`src/rtl/proc_gen_pkg.sv`:
```
// proc_gen_pkg: shared constants for the proc_gen multi-cycle processor.
//   - opcode field width and opcode values
//   - step encoding T0..T3 (drives Tstep_Q)
//   - bit positions of Z and C inside the 2-bit Flags output ({Z,C})
//   - is_alu_op(): opcodes that take the four-step A/G path
package proc_gen_pkg;

  localparam int OPC_W = 4;

  localparam logic [OPC_W-1:0] OP_MV   = 4'd0;
  localparam logic [OPC_W-1:0] OP_MVI  = 4'd1;
  localparam logic [OPC_W-1:0] OP_ADD  = 4'd2;
  localparam logic [OPC_W-1:0] OP_SUB  = 4'd3;
  localparam logic [OPC_W-1:0] OP_ADDI = 4'd4;
  localparam logic [OPC_W-1:0] OP_SUBI = 4'd5;
  localparam logic [OPC_W-1:0] OP_AND  = 4'd6;
  localparam logic [OPC_W-1:0] OP_OR   = 4'd7;
  localparam logic [OPC_W-1:0] OP_XOR  = 4'd8;
  localparam logic [OPC_W-1:0] OP_SHL  = 4'd9;
  localparam logic [OPC_W-1:0] OP_SHR  = 4'd10;
  localparam logic [OPC_W-1:0] OP_CMP  = 4'd11;
  localparam logic [OPC_W-1:0] OP_MVNZ = 4'd12;

  localparam logic [1:0] T0 = 2'd0;
  localparam logic [1:0] T1 = 2'd1;
  localparam logic [1:0] T2 = 2'd2;
  localparam logic [1:0] T3 = 2'd3;

  localparam int FLAG_C = 0;
  localparam int FLAG_Z = 1;

  function automatic logic is_alu_op(input logic [OPC_W-1:0] op);
    return (op >= OP_ADD) && (op <= OP_CMP);
  endfunction

endpackage

```
`src/rtl/proc_gen_if.sv`:
```
// proc_gen_if: instruction/bus interface between the processor and the lab top.
//   DIN      : instruction word (T0) or immediate (T1 mvi, T2 addi/subi)
//   Run      : start request, sampled only in T0
//   Done     : high during the final step of each instruction
//   BusWires : shared datapath bus
//   IR       : instruction register
//   Flags    : {Z,C}
//   Tstep_Q  : current step T0..T3
// master = instruction source (lab top / bench), slave = processor.
interface proc_gen_if #(
  parameter int DATA_W = 16
);
  logic [DATA_W-1:0] DIN;
  logic              Run;
  logic              Done;
  logic [DATA_W-1:0] BusWires;
  logic [DATA_W-1:0] IR;
  logic [1:0]        Flags;
  logic [1:0]        Tstep_Q;

  modport master (
    output DIN, Run,
    input  Done, BusWires, IR, Flags, Tstep_Q
  );

  modport slave (
    input  DIN, Run,
    output Done, BusWires, IR, Flags, Tstep_Q
  );
endinterface

```
`src/rtl/proc_gen_alu.sv`:
```
// proc_gen_alu: combinational ALU for proc_gen.
//   a, b     : operands (a = staged Rx, b = bus value)
//   op       : opcode from IR
//   result   : DATA_W-bit truncated result
//   z        : result == 0
//   c        : carry (add/addi) or unsigned borrow (sub/subi/cmp)
//   c_valid  : op is one that writes C; logic ops and shifts leave C alone
module proc_gen_alu
  import proc_gen_pkg::*;
#(
  parameter int DATA_W = 16
) (
  input  logic [DATA_W-1:0] a,
  input  logic [DATA_W-1:0] b,
  input  logic [OPC_W-1:0]  op,
  output logic [DATA_W-1:0] result,
  output logic              z,
  output logic              c,
  output logic              c_valid
);

  localparam int SH_W = $clog2(DATA_W);

  logic [DATA_W:0] w_sum;
  logic [DATA_W:0] w_diff;
  logic [SH_W-1:0] w_sh;

  // The extra top bit of w_diff is the unsigned borrow, i.e. a < b.
  assign w_sum  = {1'b0, a} + {1'b0, b};
  assign w_diff = {1'b0, a} - {1'b0, b};
  assign w_sh   = b[SH_W-1:0];

  always_comb begin
    result  = b;
    c       = 1'b0;
    c_valid = 1'b0;
    case (op)
      OP_ADD, OP_ADDI: begin
        result  = w_sum[DATA_W-1:0];
        c       = w_sum[DATA_W];
        c_valid = 1'b1;
      end
      OP_SUB, OP_SUBI, OP_CMP: begin
        result  = w_diff[DATA_W-1:0];
        c       = w_diff[DATA_W];
        c_valid = 1'b1;
      end
      OP_AND:  result = a & b;
      OP_OR:   result = a | b;
      OP_XOR:  result = a ^ b;
      OP_SHL:  result = a << w_sh;
      OP_SHR:  result = a >> w_sh;
      default: result = b;
    endcase
    z = (result == '0);
  end

endmodule

```
`src/rtl/proc_gen.sv`:
```
// proc_gen: parametrised multi-cycle single-bus processor.
//   Clock  : rising-edge clock
//   Resetn : asynchronous active-low reset; clears step, IR, A, G, flags, registers
//   pif    : proc_gen_if.slave (DIN, Run in; Done, BusWires, IR, Flags, Tstep_Q out)
// Instruction word: opcode = IR[DATA_W-1 -: 4], X below it, Y below X (REG_AW bits
// each); remaining low bits are ignored. DATA_W must be >= 4 + 2*REG_AW.
// mv/mvi/mvnz/nop finish in T1; ALU ops (add..cmp) run T1 A<-Rx, T2 G<-ALU,
// T3 Rx<-G plus flag update.
module proc_gen
  import proc_gen_pkg::*;
#(
  parameter int DATA_W   = 16,
  parameter int NUM_REGS = 8
) (
  input  logic        Clock,
  input  logic        Resetn,
  proc_gen_if.slave   pif
);

  localparam int REG_AW = $clog2(NUM_REGS);

  logic [1:0]        r_step;
  logic [DATA_W-1:0] r_ir;
  logic [DATA_W-1:0] r_a;
  logic [DATA_W-1:0] r_g;
  logic              r_gz;
  logic              r_gc;
  logic [1:0]        r_flags;

  logic [NUM_REGS-1:0][DATA_W-1:0] w_regs;

  logic [OPC_W-1:0]  w_opc;
  logic [REG_AW-1:0] w_x;
  logic [REG_AW-1:0] w_y;
  logic              w_alu;

  logic [1:0]        w_step_nxt;
  logic [NUM_REGS-1:0] w_rin;
  logic [NUM_REGS-1:0] w_rout;
  logic              w_dinout;
  logic              w_gout;
  logic              w_ain;
  logic              w_gin;
  logic              w_flag_we;
  logic              w_done;
  logic [DATA_W-1:0] w_bus;

  logic [DATA_W-1:0] w_alu_res;
  logic              w_alu_z;
  logic              w_alu_c;
  logic              w_alu_cv;

  assign w_opc = r_ir[DATA_W-1 -: OPC_W];
  assign w_x   = r_ir[DATA_W-OPC_W-1 -: REG_AW];
  assign w_y   = r_ir[DATA_W-OPC_W-REG_AW-1 -: REG_AW];
  assign w_alu = is_alu_op(w_opc);

  // Step sequencer and bus/register enables
  always_comb begin
    w_step_nxt = r_step;
    w_rin      = '0;
    w_rout     = '0;
    w_dinout   = 1'b0;
    w_gout     = 1'b0;
    w_ain      = 1'b0;
    w_gin      = 1'b0;
    w_flag_we  = 1'b0;
    w_done     = 1'b0;
    case (r_step)
      T0: begin
        if (pif.Run) w_step_nxt = T1;
      end
      T1: begin
        if (w_alu) begin
          w_rout[w_x] = 1'b1;
          w_ain       = 1'b1;
          w_step_nxt  = T2;
        end else begin
          w_done     = 1'b1;
          w_step_nxt = T0;
          case (w_opc)
            OP_MV: begin
              w_rout[w_y] = 1'b1;
              w_rin[w_x]  = 1'b1;
            end
            OP_MVI: begin
              w_dinout   = 1'b1;
              w_rin[w_x] = 1'b1;
            end
            OP_MVNZ: begin
              // Ry is placed on the bus either way; only the write is conditional.
              w_rout[w_y] = 1'b1;
              if (!r_flags[FLAG_Z]) w_rin[w_x] = 1'b1;
            end
            default: ;
          endcase
        end
      end
      T2: begin
        if ((w_opc == OP_ADDI) || (w_opc == OP_SUBI)) w_dinout = 1'b1;
        else                                           w_rout[w_y] = 1'b1;
        w_gin      = 1'b1;
        w_step_nxt = T3;
      end
      default: begin
        w_gout     = 1'b1;
        if (w_opc != OP_CMP) w_rin[w_x] = 1'b1;
        w_flag_we  = 1'b1;
        w_done     = 1'b1;
        w_step_nxt = T0;
      end
    endcase
  end

  // Bus mux: DINout > Rout (lowest index) > Gout > DIN default.
  // Scanning registers downward lets the lowest asserted index win.
  always_comb begin
    w_bus = pif.DIN;
    if (w_gout) w_bus = r_g;
    for (int i = NUM_REGS - 1; i >= 0; i--) begin
      if (w_rout[i]) w_bus = w_regs[i];
    end
    if (w_dinout) w_bus = pif.DIN;
  end

  proc_gen_alu #(.DATA_W(DATA_W)) u_alu (
    .a       (r_a),
    .b       (w_bus),
    .op      (w_opc),
    .result  (w_alu_res),
    .z       (w_alu_z),
    .c       (w_alu_c),
    .c_valid (w_alu_cv)
  );

  // Control and staging registers
  always_ff @(posedge Clock or negedge Resetn) begin
    if (!Resetn) begin
      r_step  <= T0;
      r_ir    <= '0;
      r_a     <= '0;
      r_g     <= '0;
      r_gz    <= 1'b0;
      r_gc    <= 1'b0;
      r_flags <= 2'b00;
    end else begin
      r_step <= w_step_nxt;
      if ((r_step == T0) && pif.Run) r_ir <= pif.DIN;
      if (w_ain) r_a <= w_bus;
      // Z/C are captured with G in T2 and committed in T3 alongside the Rx write,
      // since the bus no longer carries the ALU operand by then.
      if (w_gin) begin
        r_g  <= w_alu_res;
        r_gz <= w_alu_z;
        r_gc <= w_alu_c;
      end
      if (w_flag_we) begin
        r_flags[FLAG_Z] <= r_gz;
        if (w_alu_cv) r_flags[FLAG_C] <= r_gc;
      end
    end
  end

  // General register file
  for (genvar gi = 0; gi < NUM_REGS; gi++) begin : g_reg
    logic [DATA_W-1:0] r_q;
    always_ff @(posedge Clock or negedge Resetn) begin
      if (!Resetn)        r_q <= '0;
      else if (w_rin[gi]) r_q <= w_bus;
    end
    assign w_regs[gi] = r_q;
  end

  assign pif.Done     = w_done;
  assign pif.BusWires = w_bus;
  assign pif.IR       = r_ir;
  assign pif.Flags    = r_flags;
  assign pif.Tstep_Q  = r_step;

endmodule
```
`src/flat_wrapper.sv`:
```
// flat-port wrapper written by rule: the top's interface ports become plain ports
module proc_gen_flat import proc_gen_pkg::*;
#(
  parameter int DATA_W   = 16,
  parameter int NUM_REGS = 8
)
  (Clock, Resetn, pif_DIN, pif_Run, pif_Done, pif_BusWires, pif_IR, pif_Flags, pif_Tstep_Q);
  proc_gen_if #(.DATA_W(DATA_W)) pif_i ();
  input  logic Clock;
  input  logic Resetn;
  input wire logic [$bits(pif_i.DIN)-1:0] pif_DIN;
  input wire logic [$bits(pif_i.Run)-1:0] pif_Run;
  output wire logic [$bits(pif_i.Done)-1:0] pif_Done;
  output wire logic [$bits(pif_i.BusWires)-1:0] pif_BusWires;
  output wire logic [$bits(pif_i.IR)-1:0] pif_IR;
  output wire logic [$bits(pif_i.Flags)-1:0] pif_Flags;
  output wire logic [$bits(pif_i.Tstep_Q)-1:0] pif_Tstep_Q;
  assign pif_i.DIN = pif_DIN;
  assign pif_i.Run = pif_Run;
  assign pif_Done = pif_i.Done;
  assign pif_BusWires = pif_i.BusWires;
  assign pif_IR = pif_i.IR;
  assign pif_Flags = pif_i.Flags;
  assign pif_Tstep_Q = pif_i.Tstep_Q;
  proc_gen #(.DATA_W(DATA_W), .NUM_REGS(NUM_REGS)) u_core (.Clock(Clock), .Resetn(Resetn), .pif(pif_i));
endmodule
```
`config.mk`:
```
export PLATFORM = sky130hd
export DESIGN_NAME = proc_gen_flat
export DESIGN_NICKNAME = d
export VERILOG_FILES = /design/src/rtl/proc_gen_pkg.sv /design/src/rtl/proc_gen_if.sv /design/src/rtl/proc_gen_alu.sv /design/src/rtl/proc_gen.sv /design/src/flat_wrapper.sv
export SDC_FILE = /design/constraint.sdc
export NUM_CORES = 1
export LEC_CHECK = 0
export CAP_MARGIN = 20
export CORE_UTILIZATION = 40
export CTS_CLUSTER_SIZE = 8
export DETAILED_ROUTE_END_ITERATION = 6
export PLACE_DENSITY_LB_ADDON = 0.25
export SLEW_MARGIN = 20
export SYNTH_ARGS = -nofsm -noshare
export SYNTH_HDL_FRONTEND = slang
export SYNTH_HIERARCHICAL = 1
export SYNTH_SLANG_ARGS = --single-unit
```
`constraint.sdc`:
```
create_clock -name Clock -period 7.2 [get_ports Clock]
set_clock_uncertainty 0.05 [all_clocks]
set_input_delay 1.08 -clock Clock [delete_from_list [all_inputs] [get_ports Clock]]
set_output_delay 1.08 -clock Clock [all_outputs]
set_load 0.02 [all_outputs]
```
======== Word level (Yosys, flattened, before mapping) ========
Index checks and enable logic that the tools add are counted.
cells by class
  add/sub/neg operators ................... 2
  order comparisons ....................... 6
  equal/unequal tests ..................... 16
  shift-type cells ........................ 2
  multiplexer cells ....................... 38
  bitwise operators ....................... 4
  reductions and logical operators ........ 16
operators by type and width
  operator              count
  $mux W16              10
  $pmux W16 S7          1
  $mux W8               6
  $pmux W8 S2           3
  $eq A4 B4 Y1 const B  5
  $add A16 B16 Y17      1
  $sub A16 B16 Y17      1
  $and A16 B16 Y16      1
  $eq A4 B3 Y1 const B  4
  $logic_not A16 Y1     1
  $or A16 B16 Y16       1
  $shl A16 B4 Y16       1
  $shr A16 B4 Y16       1
  $xor A16 B16 Y16      1
  $mux W1               10
  $eq A4 B2 Y1 const B  2
  $lt A3 B4 Y1 const B  2
  $reduce_or A2 Y1      4
  $demux W1 S3          2
  $ge A3 B1 Y1 const B  2
  $pmux W1 S2           3
  $pmux W2 S3           1
  $reduce_or A3 Y1      2
  $reduce_or A5 Y1      1
  14 further kinds      18
storage, ports and cells
  flip-flop bits (word level) ............. 182
  input bits .............................. 19
  logic and storage cells ................. 100

======== Depth between registers and ports, before layout ========
Gate-level depths: netlist (run 1).
  depth in word-level cells ............... 19
  gate-level depth with buffers ........... 29
  mapped depth without buffers ............ 23

======== Cells and area by module ========
The synthesis (run 1) kept the hierarchy.
modules (own cells, without submodules)
  module        times used  cells an instance  area each (um2)
  proc_gen      1           906                8868.5
  proc_gen_alu  1           625                4291.6

======== Worst setup path after synthesis (run 1) ========
No wires, ideal clock.
  path type ............................... flip-flop to flip-flop
  from .................................... register u_core.r_step[0], in the netlist u_core/pif.Tstep_Q[0]
  to ...................................... register u_core.r_gz
  arrival time ............................ 6244 ps
  required time ........................... 7085 ps
  path slack .............................. 842 ps
  cell stages (with the launch flop) ...... 27
  cell sequence ........................... dfrtp_1 inv_1 ha_1 buf_2 or3b_2 o2bb2ai_1 clkbuf_1 a221oi_1 o31a_1 buf_2 inv_1 buf_6 buf_2 buf_2 buf_2 inv_1 ha_1 o21ba_2 o21bai_1 o22a_1 a21oi_1 or4_4 or4_4 nor4_2 nand4b_1 nor4_2 mux2_2
on the way
  longest elaborated chain between the ends .. 15
  elaborated cells between the ends (all ways) .. 26
  those cells by class .................... 2 x add/sub; 2 x eq/ne; 2 x shift; 14 x mux; 3 x bitwise; 3 x reduce/logical
ends and longest elaborated chain
  item                                      RTL line            RTL
  from (decl)                               proc_gen.sv:22      logic [1:0] r_step;
  from (signal assigned)                    proc_gen.sv:147     r_step <= w_step_nxt;
  $eq A2 B1 Y1 (tied with other cells)      proc_gen.sv:69      case (r_step)
  $reduce_or A3 Y1 (no line)                -
  $mux W16                                  proc_gen.sv:119     if (w_gout) w_bus = r_g;
  $mux W16 (8 in a row)                     proc_gen.sv:121     if (w_rout[i]) w_bus = w_regs[i];
  $mux W16 (*)                              proc_gen.sv:123     if (w_dinout) w_bus = pif.DIN;
  named net pif_BusWires[1]                 flat_wrapper.sv:14  output wire logic [$bits(pif_i.BusWires)-1:0] pif_BusWires;
  $sub A16 B16 Y17 (tied with other cells)  proc_gen_alu.sv:30  assign w_diff = {1'b0, a} - {1'b0, b};
  $pmux W16 S7 (*)                          proc_gen_alu.sv:37  case (op)
  named net u_core.w_alu_res[3]             proc_gen.sv:48      logic [DATA_W-1:0] w_alu_res;
  $logic_not A16 Y1 (*)                     proc_gen_alu.sv:55  z = (result == '0);
  named net u_core.w_alu_z                  proc_gen.sv:49      logic w_alu_z;
  to (signal assigned)                      proc_gen.sv:154     r_gz <= w_alu_z;
  to (decl)                                 proc_gen.sv:26      logic r_gz;
Mark *: on every way through the listed nets, which the timed path passes. The rest lies on a longest branch.
A chain may end at the register's enable or synchronous reset.

======== Worst setup path after layout (run 1) ========
  from .................................... register u_core.r_step[1], in the netlist u_core/pif.Tstep_Q[1]
  to ...................................... register u_core.r_gz
on the way
  longest elaborated chain between the ends .. 15
  elaborated cells between the ends (all ways) .. 26
  those cells by class .................... 2 x add/sub; 2 x eq/ne; 2 x shift; 14 x mux; 3 x bitwise; 3 x reduce/logical
ends and longest elaborated chain
  item                                      RTL line
  $eq A2 B1 Y1 (tied with other cells)      proc_gen.sv:69
  $reduce_or A3 Y1 (no line)                -
  $mux W16                                  proc_gen.sv:119
  $mux W16 (8 in a row)                     proc_gen.sv:121
  $mux W16 (*)                              proc_gen.sv:123
  $sub A16 B16 Y17 (tied with other cells)  proc_gen_alu.sv:30
  $pmux W16 S7 (*)                          proc_gen_alu.sv:37
  $logic_not A16 Y1 (*)                     proc_gen_alu.sv:55
  named net u_core.w_alu_z                  proc_gen.sv:49
Marks and branches as above.

==> results of run 1 <==
==> cells in the mapped netlist (17+ instances only) <==
cell / instances / area [µm²]
a21oi_1: 186 / 931
nand2_1: 85 / 319
ha_1: 54 / 676
nor3_1: 28 / 140
inv_1: 74 / 278
a22oi_1: 17 / 128
clkbuf_1: 74 / 278
o22ai_1: 22 / 138
a31oi_1: 25 / 156
nor2_1: 241 / 905
mux2i_1: 55 / 551
buf_2: 25 / 125
mux2_2: 55 / 619
o21ai_0: 56 / 280
dfrtp_1: 182 / 4550
==> stage by stage <==
step | std cells | util [%] | worst slack, ns
3_5_place_dp | 1977 | 44.0 | 0.857
6_report | 2011 | 45.9 | 0.596
5_1_grt | 2010 | 45.9 | 0.348
3_3_place_gp | 1977 | 44.0 | 0.927
2_1_floorplan | 1531 | - | 0.842
4_1_cts | 2009 | 45.8 | 0.824
==> layout make-up <==
cell class / count / area, µm²
sequential: 182 / 4550
antenna: 1 / 2.50
clock buffer: 18 / 429
fill: 3179 / 17600
clock inverter: 14 / 155
inverter: 74 / 278
multi-input combinational: 1163 / 7880
timing repair buffer: 117 / 1040
tap: 442 / 553
==> final timing paths <==
path                            depth (start not counted)                   from                      end
worst max-delay path                                   23  u_core/pif.Tstep_Q[1]              u_core/r_gz
worst min-delay path                                    1                 Resetn  u_core/g_reg[3].r_q[13]
worst max register to register                         23  u_core/pif.Tstep_Q[1]              u_core/r_gz
worst min register to register                          1          u_core/r_g[8]            u_core/r_g[8]
max in group asynchronous                               3                 Resetn   u_core/g_reg[3].r_q[8]
min in group Clock                                      1          u_core/r_g[8]            u_core/r_g[8]
==> logic make-up (layout without fill, tap and decap cells) <==
| group | Yosys count | count (layout) | share of synthesized area, % |
|---|---|---|---|
| flip-flops | 182 | 182 | 34.6 |
| multiplexers | 123 | 123 | 11.1 |
| adder cells (fa/ha/maj) | 57 | 57 | 5.51 |
| buffers and inverters | 186 | 223 | 5.91 |
| other | 0 | 1 | 0 |
| AO/OA/AOI/OAI | 499 | 499 | 25.6 |
| AND/OR/NAND/NOR | 479 | 479 | 16.9 |
| XOR/XNOR | 5 | 5 | 0.333 |
==> metal layers <==
metal / global-route usage (%) / vias to the layer above
met4: 7.77 / 0
met5: 0 / -
met2: 43.9 / 631
met1: 43.0 / 6114
met3: 6.22 / 66
li1: - / 5637
==> cells in the final DEF (no fill, tap or decap), types with 8 or more instances in the layout <==
cell and count:
o21ai_0 56, nor2_1 237, a22oi_1 17, clkbuf_16 17, dfrtp_1 182, nand2_1 85, o31ai_2 8, a21o_1 10
a21oi_1 186, ha_1 54, a211oi_1 13, mux2i_1 55, clkdlybuf4s50_1 54, a2bb2oi_1 10, mux4_2 12, o211ai_1 13
nor2b_1 15, mux2_2 55, nor4_1 13, o31a_1 9, o21a_1 8, a221oi_1 16, nand2b_1 9, nand3_1 16
a32oi_1 10, a31oi_1 25, o22ai_1 21, or3_1 12, inv_1 73, o211a_1 8, buf_4 61, nor3_1 27
==> flip-flops by register name, indices dropped and copies added (netlist names) <==
register and count:
u_core/g.r_q 128, u_core/pif.IR 16, u_core/r_a 16, u_core/r_g 16, u_core/pif.Flags 2, u_core/pif.Tstep_Q 2
u_core/r_gc 1, u_core/r_gz 1
==> critical path, delay by kind of cell (launching register included) <==
kind	cells	cell delay (ns)
AO/OA/AOI/OAI	9	2.56
AND/OR/NAND/NOR	5	1.49
buffers and inverters	5	0.92
adder cells (fa/ha/maj)	2	0.65
flip-flops	1	0.44
multiplexers	2	0.44
==> results.ini, run 1 <==
[timing]
fmax_ghz=0.151
setup_viol=0
slew_viol_final=0
worst_pin_slew_ns=1.07
fin_crit_ns=6.60
holdWs_ns=0.457
fin_setup_tns_ns=0
finalCritPeriodShare_pct=91.7
rsz0062_at_grt=false
maxSlewHeadroom_pct=28.3
final_hold_viol_count=0

[floorplan]
dieHeight_um=183
die_x_um=183
io-pin-count=56
core_mm2=0.0325
dieArea_mm2=0.0336
initial_utilization_pct=40.6
row_count=66

[min_path]
hold_class=in2async

[place]
numPortBuffers=55
post-dp-hpwl_um=35600
place_congestion=0.978
detailed_place.area_mm2=0.0143

[clocking]
clockBufferDepth=2
htreeDepth=4
clk_pin_slew_worst_paths_ns=0.08
cts_setup_buffers=0
clock_sinks=182
numCtsBuffers=17
clk_latency_ns=0.44
clk_root_buffer_cell=clkbuf_16
cts_tree=built
postCtsHoldBufs=0
post_cts_resized=0

[worst_setup_path]
crit_top_cell=inv_1
worstSetupEndpointType=register
critPathKind=reg2reg
crit_path_start_kind=register
required_ns=7.54
max_stage_delay_ns=0.76
crit_path_max_fanout=15
r2r_setup_slack_ns=0.60
worstPathArrival_ns=6.94
crit_slowest_cell=nor4_1
crit_chain=inv_1 > ha_1 > nor3b_2 > o211ai_2 > o22a_1 > buf_4 > mux2i_1 > o211ai_1 > a221oi_1 > o31a_1 > buf_4 > inv_1 > inv_1 > ha_1 > nor4_1 > o21ba_2 > o21ai_0 > and2_1 > a221o_1 > a311oi_1 > nand4b_1 > nor4_2 > mux2_2

[logic_synthesis]
synth-edff-count=0
seq_area_frac_synth_pct=34.6
synth_area_mm2=0.0132
ys_ff_latch=182
async_reset_ff_share_pct=100
synth_area_per_cell_um2=8.60
synth_fp_nets=1606
synth_cells=1531
yosys_warnings=6
synth.distinct_cells=96
synth_ff_type=dfrtp_1

[run]
maxCapViolCount=0

[global_route]
grt_overflow=0
grt_pass1_vias=11558
grt_max_degree=130
grt_pass1_wl_um=74000
antenna_found_initial=1
grt_usage_pct=29.5

[finish]
final_nets=1630
postLayoutCellArea_mm2=0.0149
area_delta_synth_final_pct=13.2
drive_gt1_share_pct=14.0

[route]
ant_nets=0
drt-wirelength-per-cell_um=24.4
vias=12448
routed_wl_um=49100
drt_iter0_markers=1460
wl_met2_um=21500
wl_met3_um=4670
routed.top_layer=met4
first_pass_iters=6
via_per_inst=6.19
wirelength_met1_um=21900
drc_errors=0

[run_status]
status=complete, no violations

Power of run 1 is not shown: default switching activity piles up to over one toggle a cycle in this logic, so the estimate is an artifact.
==> run 2: changes to the inputs <==
GPL_TIMING_DRIVEN = 0   (was unset)
==> run 2 against run 1 <==
Against the previous run:
- worst hold slack better by 0.0036 ns
- global-route usage is 1.3 points higher
- die area is the same
- core utilization is 0.84 points higher
- routed wire length grew 5.0%
- maximum frequency decreased by 4.6%
- sequential share of layout area down 0.53 points
- via count grew 4.8%
- clock-buffer cell count shrank 1
==> results.ini, run 2 (same netlist as run 1, synthesis figures left out) <==
[floorplan]
row_count=66
initial_utilization_pct=40.6
dieHeight_um=183
io-pin-count=56
die_x_um=183
dieArea_mm2=0.0336
core_mm2=0.0325

[worst_setup_path]
worstPathArrival_ns=7.26
critPathKind=reg2reg
r2r_setup_slack_ns=0.28
crit_path_max_fanout=10
worstSetupEndpointType=register
required_ns=7.54
crit_path_start_kind=register

[min_path]
hold_class=in2async

[place]
place_ws_ns=-0.896
numPortBuffers=55
post-dp-hpwl_um=39000
numPlacedInstances=2030
place_congestion=1.00

[finish]
final_cell_mix=nor2_1, a21oi_1, dfrtp_1
final_nets=1686
final_util_pct=46.7
area_delta_synth_final_pct=15.2
regMostFlops=u_core/g.r_q
fin_cells=2068
drive_gt1_share_pct=13.2
largest_reg_flops=128
final_common_cell=nor2_1
fillers=3140

[timing]
fmax_ghz=0.144
setup_viol=0
finalCritPeriodShare_pct=96.1
worst_pin_slew_ns=1.07
maxSlewHeadroom_pct=28.6
rsz0062_at_grt=false
final_hold_viol_count=0
fin_crit_ns=6.92
finalWorstSetupSlack_ns=0.278
slew_viol_final=0

[run_status]
status=complete, no violations

[clocking]
clk_latency_ns=0.45
cts_tree=built
clockBufferDepth=2
clk_root_buffer_cell=clkbuf_16
clk_pin_slew_worst_paths_ns=0.09
numCtsBuffers=17
htreeDepth=4
postCtsHoldBufs=0
clock_sinks=182

[route]
first_pass_iters=6
drc_errors=0
drt_iter0_markers=1745
via_per_inst=6.31
ant_nets=0
vias=13040
routed_wl_um=51600
drt-wirelength-per-cell_um=25.0

[global_route]
grt_max_degree=77
antenna_found_initial=0
grt_pass1_vias=12010
grt_overflow=0
grt_usage_pct=30.8
grt_pass1_wl_um=76500

[run]
maxCapViolCount=0

==> run 2: cell type report <==
| type | instances | area, µm² | area share, % |
|---|---|---|---|
| sequential | 182 | 4560 | 30.0 |
| multi-input combinational | 1163 | 7950 | 52.4 |
| clock inverter | 15 | 205 | 1.35 |
| inverter | 74 | 285 | 1.88 |
| buffer | 106 | 490 | 3.23 |
| tap | 442 | 553 | 3.65 |
| clock buffer | 17 | 425 | 2.81 |
| antenna | 2 | 5.00 | 0.0330 |
| timing repair buffer | 67 | 698 | 4.60 |
==> run 2: path summary, 6_finish.rpt <==
kind	end	cells past startpoint	startpoint
max reg2reg	u_core/r_gz	23	u_core/pif.Tstep_Q[0]
max in group asynchronous	u_core/pif.IR[4]	3	Resetn
max	u_core/r_gz	23	u_core/pif.Tstep_Q[0]
min	u_core/pif.IR[9]	1	Resetn
min reg2reg	u_core/r_g[10]	1	u_core/r_g[10]
min in group Clock	u_core/r_g[10]	1	u_core/r_g[10]
==> run 2: through the flow <==
stage / setup TNS (ns) / hold WS (ns) / area, µm²
3_3_place_gp: -502.93 / 0.440 / 14300
6_report: 0 / 0.461 / 15200
5_1_grt: 0 / 0.484 / 15200
3_5_place_dp: -2.31 / 0.445 / 14300
4_1_cts: 0 / 0.464 / 15000
2_1_floorplan: 0 / 0.406 / 13200
==> run 2: routing by layer <==
layer	vias up	GRT usage (%)	routed length (µm)
met2	733	44.2	22100
met3	72	7.07	5150
met5	-	0	0
li1	5736	-	-
met1	6499	45.5	23100
met4	0	8.93	1210
==> run 2: critical path, stage by stage (launching register included) <==
cell	delay [ns]
dfrtp_1	0.42
inv_1	0.11
ha_1	0.32
buf_2	0.21
or3b_2	0.55
o2bb2a_1	0.43
nand2b_1	0.10
clkbuf_1	0.30
o22ai_1	0.17
o31ai_2	0.29
a22oi_2	0.16
inv_1	0.31
inv_1	0.28
ha_1	0.56
inv_1	0.14
a21o_1	0.19
and3_1	0.18
nor4_2	0.47
a32oi_1	0.28
or4_4	0.61
nor4_4	0.22
nand4b_1	0.15
nor4_2	0.16
mux2_2	0.19
==> run 2: repair_timing <==
item,in CTS,in global routing
endpoints found under the setup margin,8,6
gates resized for setup,18,19
buffers inserted,3,7
pin swaps,4,3
Power of run 2 is left out for the same reason.
==> run 3: changes to the inputs <==
--- a/config.mk
+++ b/config.mk
@@ -7,4 +7,5 @@
 export LEC_CHECK = 0
 export CAP_MARGIN = 20
+export CORE_ASPECT_RATIO = 0.9
 export CORE_UTILIZATION = 40
 export CTS_CLUSTER_SIZE = 8
--- a/constraint.sdc
+++ b/constraint.sdc
@@ -3,3 +3,3 @@
 set_input_delay 1.08 -clock Clock [delete_from_list [all_inputs] [get_ports Clock]]
 set_output_delay 1.08 -clock Clock [all_outputs]
-set_load 0.02 [all_outputs]
+set_load 0.005 [all_outputs]
==> run 3 against run 2 <==
Against the previous run:
- the flow now finishes with violations (design-rule violations)
- global-route usage about the same
- sequential share of layout area increased by 0.20 points
- non-clock buffer count rose by 5
- sequential cell count is the same
- register-to-register slack worse by 0.05 ns
- design area shrank 0.72%
- routed wire length is 0.56% lower
- maximum frequency decreased by 0.65%
- critical path depth up 2
- first-iteration DRC count is 16% lower
- highest routed layer is now met5
==> results.ini, run 3 (same netlist as run 1, synthesis figures left out) <==
[run_status]
status=finished, violations left
violations=design-rule violations

[global_route]
grt_pass1_vias=12033
grt_usage_pct=30.8
grt_overflow=0
grt_max_degree=93
antenna_found_initial=3
grt_pass1_wl_um=76700

[clocking]
clk_pin_slew_worst_paths_ns=0.07
clock_sinks=182
cts_tree=built
numCtsBuffers=17
clk_latency_ns=0.44
clk_root_buffer_cell=clkbuf_16
postCtsHoldBufs=0
clockBufferDepth=2
htreeDepth=4

[min_path]
holdCritStartpoint=u_core/pif.IR[1]
hold_class=reg2reg
min_path_cells=1
min_to=u_core/pif.IR[1]

[place]
place_congestion=1.00
numPlacedInstances=2003
post-dp-hpwl_um=39600
numPortBuffers=55
place_ws_ns=-0.643

[timing]
worst_pin_slew_ns=1.01
fin_crit_ns=6.97
final_hold_viol_count=0
maxSlewHeadroom_pct=32.4
finalCritPeriodShare_pct=96.8
fin_setup_tns_ns=0
setup_viol=0
rsz0062_at_grt=false
finalWorstSetupSlack_ns=0.233
fmax_ghz=0.144
slew_viol_final=0

[worst_setup_path]
crit_slowest_cell=dfrtp_1
required_ns=7.52
worstSetupEndpointType=register
critPathKind=reg2reg
worstPathArrival_ns=7.29
crit_top_cell=buf_2
timing.rr.end=u_core/r_gz
rr_startpoint=u_core/pif.IR[15]
r2r_cells=25
max_stage_delay_ns=0.56
crit_path_start_kind=register
r2r_setup_slack_ns=0.23
crit_path_max_fanout=16

[finish]
final_cell_mix=nor2_1, a21oi_1, dfrtp_1
final_nets=1691
drive_gt1_share_pct=13.0
largest_reg_flops=128
area_delta_synth_final_pct=14.4
fin_cells=2048
regMostFlops=u_core/g.r_q
final_common_cell=nor2_1

[floorplan]
initial_utilization_pct=41.0
row_count=62
dieHeight_um=174
die_x_um=193
core_mm2=0.0321
io-pin-count=56
dieArea_mm2=0.0336

[route]
via_per_inst=6.26
first_pass_iters=7
drc_errors=15
drt-wirelength-per-cell_um=25.1
vias=12817
routed_wl_um=51300
drt_iter0_markers=1461
ant_nets=0

[run]
maxCapViolCount=0

[run 3: cell types whose count changed in the layout (fill, tap and decap cells not counted), sizes merged]
| cell | delta |
|---|---|
| diode | +1 |
| bufinv | +1 |
| clkbuf | +6 |
| buf | +6 |
| clkinv | -1 |
| clkinvlp | +1 |
| inv | -8 |
[run 3: worst max path at each step]
stage	start	slack, ns	to	cells after the start
after detailed placement	u_core/pif.Tstep_Q[0]	-0.64	u_core/r_gz	29
after floorplan	u_core/pif.Tstep_Q[0]	1.08	u_core/r_gz	26
after global placement	Resetn	-2.66	u_core/r_a[7]	1
final	u_core/pif.IR[15]	0.23	u_core/r_gz	25
after CTS	u_core/pif.Tstep_Q[0]	0.01	u_core/r_gz	29
after global routing	u_core/pif.Tstep_Q[1]	0.01	u_core/r_gz	28
[run 3: per-layer routing]
metal	routed length, µm	up-vias	GRT usage (%)
li1	-	5766	-
met1	23700	6298	46.3
met2	20700	669	41.5
met3	5830	82	10.3
met4	1100	2	7.65
met5	13	-	0
[run 3: worst max-delay path: cells and delay by family, from the launching register on]
family	cells	cell delay, ns
fa+ha+maj	1	0.28
mux	1	0.19
buf+inv	8	1.71
simple gates	6	2.19
compound gates	9	1.91
flops	1	0.56
[run 3: area by class of cell]
| class | instances | area [µm²] |
|---|---|---|
| fill | 3160 | 17100 |
| multi-input combinational | 1163 | 7910 |
| sequential | 182 | 4550 |
| timing repair buffer | 71 | 708 |
| tap | 416 | 520 |
| buffer | 107 | 500 |
| clock buffer | 24 | 482 |
| inverter | 74 | 285 |
| clock inverter | 8 | 86.3 |
| antenna | 3 | 7.51 |
[run 3: timing repair]
action / CTS / global route
gates resized for setup: 10 / 22
pin swaps: 2 / 6
buffers inserted: 4 / 11
setup endpoints to repair: 11 / 6
[run 3: through the flow]
stage                     hold WS (ns)  util [%]  instance area, µm²
after floorplan                  0.406         -               13200
after global routing             0.470      46.9               15000
after detailed placement         0.444      44.4               14300
after CTS                        0.460      46.4               14900
after global placement           0.438      44.3               14200
final                            0.456      46.9               15100
Power of run 3 is left out for the same reason.
